===== config.mk =====
export PLATFORM = sky130hd
export DESIGN_NAME = vga_pattern_gen
export DESIGN_NICKNAME = d
export VERILOG_FILES = /design/src/rtl/vga_pattern_gen.sv
export SDC_FILE = /design/constraint.sdc
export NUM_CORES = 1
export LEC_CHECK = 0
export CAP_MARGIN = 20
export CELL_PAD_IN_SITES_DETAIL_PLACEMENT = 1
export CELL_PAD_IN_SITES_GLOBAL_PLACEMENT = 1
export CORE_MARGIN = 1.5
export CORE_UTILIZATION = 45
export DETAILED_ROUTE_END_ITERATION = 10
export GPL_TIMING_DRIVEN = 0
export HOLD_SLACK_MARGIN = 0.08
export PLACE_DENSITY_LB_ADDON = 0.1
export SLEW_MARGIN = 20
export SYNTH_ARGS = -nofsm -noshare
export SYNTH_HDL_FRONTEND = slang
export SYNTH_SLANG_ARGS = --single-unit

===== constraint.sdc =====
create_clock -name clk -period 7.4 [get_ports clk]
set_input_delay 1.11 -clock clk [delete_from_list [all_inputs] [get_ports clk]]
set_output_delay 1.11 -clock clk [all_outputs]
set_load 0.02 [all_outputs]

===== src/rtl/vga_pattern_gen.sv =====
// vga_pattern_gen: VGA timing counters, sync generation and a run-time
// selectable test-pattern generator (stripes, colour bars, checkerboard,
// moving bar). All outputs are registered one clock behind the counters.
// Optional build macro VGA_PATTERN_BORDER_EN adds a 1-pixel white border
// that overrides every pattern.
module vga_pattern_gen #(
  parameter int H_VISIBLE    = 640,
  parameter int H_FP         = 16,
  parameter int H_SYNC       = 96,
  parameter int H_BP         = 48,
  parameter int V_VISIBLE    = 480,
  parameter int V_FP         = 10,
  parameter int V_SYNC       = 2,
  parameter int V_BP         = 33,
  parameter int HS_POL       = 0,
  parameter int VS_POL       = 0,
  parameter int STRIPE_SHIFT = 4,
  parameter int STEP         = 4,
  parameter int CW           = 10
) (
  input  logic          clk,
  input  logic          clr,
  input  logic [2:0]    mode,
  output logic          hsync,
  output logic          vsync,
  output logic [2:0]    red,
  output logic [2:0]    green,
  output logic [1:0]    blue,
  output logic          vidon,
  output logic [CW-1:0] hc,
  output logic [CW-1:0] vc,
  output logic          frame_start
);

  localparam int H_TOTAL = H_VISIBLE + H_FP + H_SYNC + H_BP;
  localparam int V_TOTAL = V_VISIBLE + V_FP + V_SYNC + V_BP;
  localparam int CW1     = CW + 1;
  localparam int BAR_W   = H_VISIBLE / 8;
  localparam int BAR_SZ  = 1 << STRIPE_SHIFT;

  localparam logic [CW-1:0] H_VIS    = CW'(H_VISIBLE);
  localparam logic [CW-1:0] V_VIS    = CW'(V_VISIBLE);
  localparam logic [CW-1:0] H_LAST   = CW'(H_TOTAL - 1);
  localparam logic [CW-1:0] V_LAST   = CW'(V_TOTAL - 1);
  localparam logic [CW-1:0] HS_START = CW'(H_VISIBLE + H_FP);
  localparam logic [CW-1:0] HS_END   = CW'(H_VISIBLE + H_FP + H_SYNC);
  localparam logic [CW-1:0] VS_START = CW'(V_VISIBLE + V_FP);
  localparam logic [CW-1:0] VS_END   = CW'(V_VISIBLE + V_FP + V_SYNC);
  localparam logic          HS_LVL   = 1'(HS_POL);
  localparam logic          VS_LVL   = 1'(VS_POL);

  // RGB 3-3-2 packed colours
  localparam logic [7:0] C_WHITE   = 8'hFF;
  localparam logic [7:0] C_YELLOW  = 8'hFC;
  localparam logic [7:0] C_CYAN    = 8'h1F;
  localparam logic [7:0] C_GREEN   = 8'h1C;
  localparam logic [7:0] C_MAGENTA = 8'hE3;
  localparam logic [7:0] C_RED     = 8'hE0;
  localparam logic [7:0] C_BLUE    = 8'h03;
  localparam logic [7:0] C_BLACK   = 8'h00;

  // Frame-level state
  logic [CW-1:0] hcnt_q, hcnt_d;
  logic [CW-1:0] vcnt_q, vcnt_d;
  logic [2:0]    mode_q, mode_d;
  logic [CW-1:0] pos_q,  pos_d;

  // Registered outputs
  logic          hsync_q, vsync_q, vidon_q, frame_start_q;
  logic [7:0]    rgb_q;
  logic [CW-1:0] hc_q, vc_q;

  // Next-output values computed from the current counters
  logic          hsync_d, vsync_d, vis, frame_start_d;
  logic [7:0]    rgb_d;

  logic          line_end, frame_end;
  logic [CW:0]   pos_sum, pos_hi;
  logic [2:0]    bar_idx;
  logic          in_bar;

  assign line_end  = (hcnt_q == H_LAST);
  assign frame_end = line_end && (vcnt_q == V_LAST);
  assign pos_sum   = {1'b0, pos_q} + CW1'(STEP);
  assign pos_hi    = {1'b0, pos_q} + CW1'(BAR_SZ);

  function automatic logic [7:0] bar_colour(input logic [2:0] k);
    case (k)
      3'd0:    return C_WHITE;
      3'd1:    return C_YELLOW;
      3'd2:    return C_CYAN;
      3'd3:    return C_GREEN;
      3'd4:    return C_MAGENTA;
      3'd5:    return C_RED;
      3'd6:    return C_BLUE;
      default: return C_BLACK;
    endcase
  endfunction

  // Counter advance plus frame-boundary latching of mode and bar position
  always_comb begin
    // NOTE: every combinational output gets a default first so no path leaves it unassigned (no latch).
    hcnt_d = hcnt_q + CW'(1);
    vcnt_d = vcnt_q;
    mode_d = mode_q;
    pos_d  = pos_q;
    if (line_end) begin
      hcnt_d = '0;
      vcnt_d = (vcnt_q == V_LAST) ? '0 : vcnt_q + CW'(1);
    end
    if (frame_end) begin
      mode_d = mode;
      pos_d  = (pos_sum >= CW1'(H_VISIBLE)) ? CW'(pos_sum - CW1'(H_VISIBLE))
                                            : CW'(pos_sum);
    end
  end

  // Sync, visibility and pattern selection for the current counter position
  always_comb begin
    vis           = (hcnt_q < H_VIS) && (vcnt_q < V_VIS);
    hsync_d       = ((hcnt_q >= HS_START) && (hcnt_q < HS_END)) ? HS_LVL : ~HS_LVL;
    vsync_d       = ((vcnt_q >= VS_START) && (vcnt_q < VS_END)) ? VS_LVL : ~VS_LVL;
    frame_start_d = (hcnt_q == '0) && (vcnt_q == '0);
    in_bar        = (hcnt_q >= pos_q) && ({1'b0, hcnt_q} < pos_hi);
    // Leftover pixels past 8*BAR_W fall into bar 7
    bar_idx = 3'd0;
    for (int k = 1; k < 8; k++) begin
      if (hcnt_q >= CW'(k * BAR_W)) bar_idx = 3'(k);
    end
    rgb_d = C_BLACK;
    case (mode_q)
      3'd0:    rgb_d = vcnt_q[STRIPE_SHIFT] ? C_RED : C_BLACK;
      3'd1:    rgb_d = hcnt_q[STRIPE_SHIFT] ? C_GREEN : C_BLACK;
      3'd2:    rgb_d = bar_colour(bar_idx);
      3'd3:    rgb_d = (hcnt_q[STRIPE_SHIFT] ^ vcnt_q[STRIPE_SHIFT]) ? C_WHITE : C_BLACK;
      3'd4:    rgb_d = in_bar ? C_WHITE : C_BLUE;
      default: rgb_d = C_BLACK;
    endcase
`ifdef VGA_PATTERN_BORDER_EN
    if ((hcnt_q == '0) || (hcnt_q == H_VIS - CW'(1)) ||
        (vcnt_q == '0) || (vcnt_q == V_VIS - CW'(1)))
      rgb_d = C_WHITE;
`endif
    if (!vis) rgb_d = C_BLACK;
  end

  // Frame-level state registers; reset wins over counting and latching
  always_ff @(posedge clk) begin
    // NOTE: sequential state uses non-blocking assignments so all registers update from pre-edge values.
    if (clr) begin
      hcnt_q <= '0;
      vcnt_q <= '0;
      mode_q <= '0;
      pos_q  <= '0;
    end else begin
      hcnt_q <= hcnt_d;
      vcnt_q <= vcnt_d;
      mode_q <= mode_d;
      pos_q  <= pos_d;
    end
  end

  // Output registers, one clock behind the counters
  always_ff @(posedge clk) begin
    if (clr) begin
      hsync_q       <= ~HS_LVL;
      vsync_q       <= ~VS_LVL;
      rgb_q         <= C_BLACK;
      vidon_q       <= 1'b0;
      hc_q          <= '0;
      vc_q          <= '0;
      frame_start_q <= 1'b0;
    end else begin
      hsync_q       <= hsync_d;
      vsync_q       <= vsync_d;
      rgb_q         <= rgb_d;
      vidon_q       <= vis;
      hc_q          <= hcnt_q;
      vc_q          <= vcnt_q;
      frame_start_q <= frame_start_d;
    end
  end

  assign hsync       = hsync_q;
  assign vsync       = vsync_q;
  assign red         = rgb_q[7:5];
  assign green       = rgb_q[4:2];
  assign blue        = rgb_q[1:0];
  assign vidon       = vidon_q;
  assign hc          = hc_q;
  assign vc          = vc_q;
  assign frame_start = frame_start_q;

endmodule


# ---- Word-level counts from Yosys, hierarchy flattened
# Cells that the tools add are included.
dict set report totals {
  ff_bits 65
  input_bits 5
  wordCells 75
}
dict set report classes {
  bitwise_logic 2
  magnitude_cmp 16
  n_addsub 5
  reduce_logical 12
  eq_ne 12
  muxes 17
}
# cell count
set op_table {}
lappend op_table {{8-bit case mux with 7 select lines} 1}
lappend op_table {{10-bit by 9-bit greater-or-equal comparator with 1-bit output (second input constant)} 4}
lappend op_table {{8-bit case mux with 5 select lines} 1}
lappend op_table {{8-bit 2-to-1 mux} 3}
lappend op_table {{10-bit by 1-bit adder with 10-bit output (second input constant)} 2}
lappend op_table {{10-bit equality test (second input constant)} 2}
lappend op_table {{10-bit greater-or-equal comparator (second input constant)} 2}
lappend op_table {{10-bit by 8-bit greater-or-equal comparator with 1-bit output (second input constant)} 2}
lappend op_table {{10-bit zero test} 2}
lappend op_table {{10-bit less-than comparator (second input constant)} 2}
lappend op_table {{10-bit by 9-bit less-than comparator with 1-bit output (second input constant)} 2}
lappend op_table {{10-bit 2-to-1 mux} 2}
lappend op_table {{3-bit 2-to-1 mux} 6}
lappend op_table {{3-bit by 2-bit equality test with 1-bit output (second input constant)} 4}
lappend op_table {{3-bit equality test (second input constant)} 4}
lappend op_table {{10-bit by 3-bit adder with 11-bit output (second input constant)} 1}
lappend op_table {{10-bit by 5-bit adder with 11-bit output (second input constant)} 1}
lappend op_table {{11-bit by 10-bit greater-or-equal comparator with 1-bit output (second input constant)} 1}
lappend op_table {{10-bit by 11-bit less-than comparator with 1-bit output} 1}
lappend op_table {{10-bit greater-or-equal comparator} 1}
lappend op_table {{10-bit by 7-bit greater-or-equal comparator with 1-bit output (second input constant)} 1}
lappend op_table {{10-bit subtractor (second input constant)} 1}
lappend op_table {{3-bit by 1-bit equality test with 1-bit output (second input constant)} 2}
lappend op_table {{1-bit logical AND} 6}
lappend op_table {{6 further kinds} 10}

# ---- Logic depth before layout (Yosys ltp)
dict set report logic_depth {
  ltp_word 11
  mapped_depth 11
}

# ---- Worst setup path after synthesis
# Ideal clock, no wire load.
dict set report synth_timing {
  path_type {reg-to-reg}
  startpoint {register pos_q[5]}
  endpoint {register pos_q[8]}
  synth_period_minus_slack_ns 2.374
  path_buffers 1
  slack_ns 5.026
  arrival_ns 2.238
  t_required_ns 7.264
  path_stages_with_launch 12
  path_cell_list {dfxtp_1 ha_1 clkbuf_1 nand2_1 nor3_1 xnor2_1 ha_1 nor3_1 a21oi_1 a2bb2oi_1 a2111oi_0 a211oi_1}
}
dict set report synth_via {
  elab_chain_cells 3
  word_cells_on_any_way 4
}
# item line
set synth_lines {}
lappend synth_lines {{start, declared} 66} ;# logic [CW-1:0] pos_q, pos_d;
lappend synth_lines {{start signal, assigned} 159} ;# pos_q <= pos_d;
lappend synth_lines {{10-bit by 3-bit adder with 11-bit output *} 84} ;# assign pos_sum = {1'b0, pos_q} + CW1'(STEP);
lappend synth_lines {{10-bit subtractor / 11-bit by 10-bit greater-or-equal comparator with 1-bit output (equally long branches)} 113} ;# pos_d = (pos_sum >= CW1'(H_VISIBLE)) ? CW'(pos_sum - CW1'(H_VISIBLE))
lappend synth_lines {{10-bit 2-to-1 mux *} 113}
# Every way passes the cells marked *; elsewhere a longest branch is shown, timed or not.
# A chain may end at the register's enable or synchronous reset.

# ---- Worst setup path in the final report
# Same ends and word-level chain as after synthesis.

==> run_results.csv <==
group,metric,value,unit
clock_tree,hold_buffers,0,
sta,fin_crit,2.85,ns
sta,relSlewSlack,53.9,%
logic_synthesis,synth_edf_count,0,
layout,drive_gt1_share,7.80,%
grt,grt_pass1_vias,2699,
setup_path,crit_chain,"ha_1 > clkbuf_1 > nand2_1 > nor3_1 > xnor2_1 > ha_1 > nor3_1 > a31oi_1 > o22ai_1 > a2111oi_0 > a211oi_1",
placed_design,portBuffers,35,
sta,fin_crit_sh,38.6,%
run_status,outcome,"complete, but fails checks",
layout,num-nets-final,432,
setup_path,crit_path_max_fanout,8,
setup_path,reg2reg_slack,4.55,ns
logic_synthesis,ys_ff_latch,58,
drt,drt_first_pass_iters,7,
setup_path,crit_buf_inv,1,
drt,wl_per_cell,16.0,um
logic_synthesis,yosysWarnings,0,
clock_tree,cts_resized,0,
sta,tns,0,ns
setup_path,crit_arrival,3.05,ns
logic_synthesis,synth_nets,386,
job,drv_cap,0,
logic_synthesis,synth_compound_area_share,10.4,%
drt,vias,2622,
layout,mostFrequentLayoutCells,"dfxtp_1 (58), nor2_1 (44), clkdlybuf4s50_1 (35)",
drt,routed_via_density,5.38,
clock_tree,htree_levels,3,
clock_tree,clk_latency,0.35,ns
power_and_ir_drop,power.total,0.682,mW
logic_synthesis,ys.flop_type,"dfxtp_1",
grt,grt_max_degree,12,
placed_design,postPlaceCellArea,0.00347,mm^2
logic_synthesis,syn_area_per_cell,8.41,um^2
drt,postRouteAntennaNets,0,
logic_synthesis,synth-xor-area-share,8.41,%
run_status,failed_checks,"design-rule violations",
setup_path,worst_path_max_delay_cell,"a2111oi_0",
grt,grt_pass1_wl,13000,um
worst_hold_path,min_path_type,"reg -> reg",
sta,rsz0062_at_grt,"no",
power_and_ir_drop,power_density,185,mW/mm^2
logic_synthesis,async_flop_share,0,%
power_and_ir_drop,ir_drop,93.9,uV
layout,diodes,0,
setup_path,path_delay_family,"compound AO/OA/AOI/OAI gates",
sta,finalMaxSlewViolations,0,
power_and_ir_drop,netSwitchingPower,0.156,mW
sta,hold_viol,0,
logic_synthesis,ys_seq_area_share,38.4,%
sta,skew,0.0107,ns
logic_synthesis,synthAdderAreaFrac,9.11,%
logic_synthesis,synthDistinctLibCells,46,
setup_path,cp-start-kind,"flop",
clock_tree,cts_tree,"yes",
logic_synthesis,synth_area,0.00302,mm^2
sta,setup_viol,0,
setup_path,cpPeakStageDelay,0.51,ns
drt,drt_wl_total,7800,um
grt,antenna_found_initial,0,
layout,area_growth,22.3,%
die,die-height,84.9,um
placed_design,globalplace.congestion,0.865,
sta,fmax,0.350,GHz
sta,tightest_slew,0.688,ns
power_and_ir_drop,comb_power_share,4.0,%
power_and_ir_drop,p_leak,1.41,nW
logic_synthesis,synth_top_family_by_area,"simple AND/OR/NAND/NOR gates",
layout,design_area,0.00369,mm^2
power_and_ir_drop,p_sw_share,22.9,%
power_and_ir_drop,clkPwrFrac,49.4,%
grt,overflow,0,
die,start_util,47.0,%
logic_synthesis,syn_inst,359,
clock_tree,clockBufferDepth,2,
clock_tree,post_cts_buffers,0,
setup_path,critPathCaptureType,"flop",
die,ioPinCount,37,
logic_synthesis,synth-simple-area-share,26.2,%
die,die_w,84.9,um
layout,final_common_cell,"dfxtp_1",
logic_synthesis,muxShareOfSynthArea,0.331,%
clock_tree,root_buffer,"clkbuf_8",
drt,route.detailed.drc,5,
grt,grt_usage,23.1,%
die,dieArea,0.00721,mm^2
clock_tree,cts_sinks,58,
die,core-area,0.00642,mm^2
power_and_ir_drop,p_int,0.525,mW
power_and_ir_drop,pwr-share-seq,46.6,%
setup_path,critPathKind,"reg -> reg",
clock_tree,clkTransAtPathRegs,0.08,ns
clock_tree,numCtsBuffers,9,
drt,first_iter_violations,120,
placed_design,dpl.hpwl,5810,um
die,fp-row-count,29,
setup_path,cp_data_required_time,7.60,ns
[worst paths after layout]
path / from / end / cells past startpoint
min: hcnt_q[0]$_SDFF_PP0_ / hcnt_q[0]$_SDFF_PP0_ / 1
min reg2reg: hcnt_q[0]$_SDFF_PP0_ / hcnt_q[0]$_SDFF_PP0_ / 1
max: pos_q[5]$_SDFFE_PP0P_ / pos_q[8]$_SDFFE_PP0P_ / 11
max reg2reg: pos_q[5]$_SDFFE_PP0P_ / pos_q[8]$_SDFFE_PP0P_ / 11
[logic make-up (layout without fill, tap and decap cells)]
logic type | count (synthesis) | count (layout)
AOI/OAI and AO/OA | 52 | 52
buffers and inverters | 45 | 96
and+or+nand+nor | 152 | 152
adders and majority gates | 22 | 22
muxes | 1 | 1
DFF | 58 | 58
xor gates and xnor gates | 29 | 29
[routing by layer]
layer / part of all wire, % / routed length [um] / up-vias / track usage [%]
met5: 0 / 0 / - / 0
met4: 2.0 / 154 / 0 / 8.20
met3: 3.4 / 262 / 16 / 5.54
met2: 50 / 3860 / 47 / 39.3
met1: 45 / 3520 / 1250 / 28.5
li1: - / - / 1309 / -
[cells in the mapped netlist, types with 5 or more instances]
cell type | count | area share, %
nand4_1 | 9 | 1.9
nor2_1 | 44 | 5.5
xor2_1 | 10 | 2.9
nor3_1 | 8 | 1.3
a21oi_1 | 15 | 2.5
inv_1 | 20 | 2.5
o21ai_0 | 17 | 2.8
nand2_1 | 29 | 3.6
nor2b_1 | 14 | 2.9
and3_1 | 7 | 1.4
dfxtp_1 | 58 | 38
ha_1 | 22 | 9.1
nand3_1 | 14 | 2.3
clkbuf_1 | 15 | 1.9
buf_4 | 6 | 1.5
nor4_1 | 5 | 1.0
xnor2_1 | 19 | 5.5
[flip-flops by register name, summed over array words and instances (netlist names)]
register,count
vc,10
mode_q,3
hsync,1
hcnt_q,10
rgb_q,3
vsync,1
hc,10
pos_q,8
vidon,1
frame_start,1
vcnt_q,10
[power by group through the flow]
| stage | logic, mW | clock network, mW | registers (mW) |
|---|---|---|---|
| floorplan | 0.0138 | 0 | 0.327 |
| global placement | 0.0257 | 0 | 0.325 |
| detailed placement | 0.0269 | 0 | 0.325 |
| CTS | 0.0272 | 0.343 | 0.318 |
| global route | 0.0297 | 0.359 | 0.318 |
| finish | 0.0270 | 0.337 | 0.318 |
[stage by stage]
stage | hold slack [ns] | util (%) | instances | worst slack, ns
after global placement | 0.446 | 54.0 | 471 | 4.64
after floorplan | 0.430 | - | 359 | 5.03
after global routing | 0.520 | 57.5 | 487 | 4.34
final | 0.494 | 57.5 | 487 | 4.55
after CTS | 0.506 | 57.5 | 487 | 4.57
after detailed placement | 0.488 | 54.0 | 471 | 4.60
[final cells by class]
cell class	instances	area, um^2
fillers	772	2730
multi-input cells	256	1640
flip-flops and latches	58	1160
repair buffers	35	350
plain buffers	25	140
clock buffers	10	138
well taps	77	96.3
clock inverters	6	88.8
inverters	20	75.1
Power figures use the tool's default switching activity.
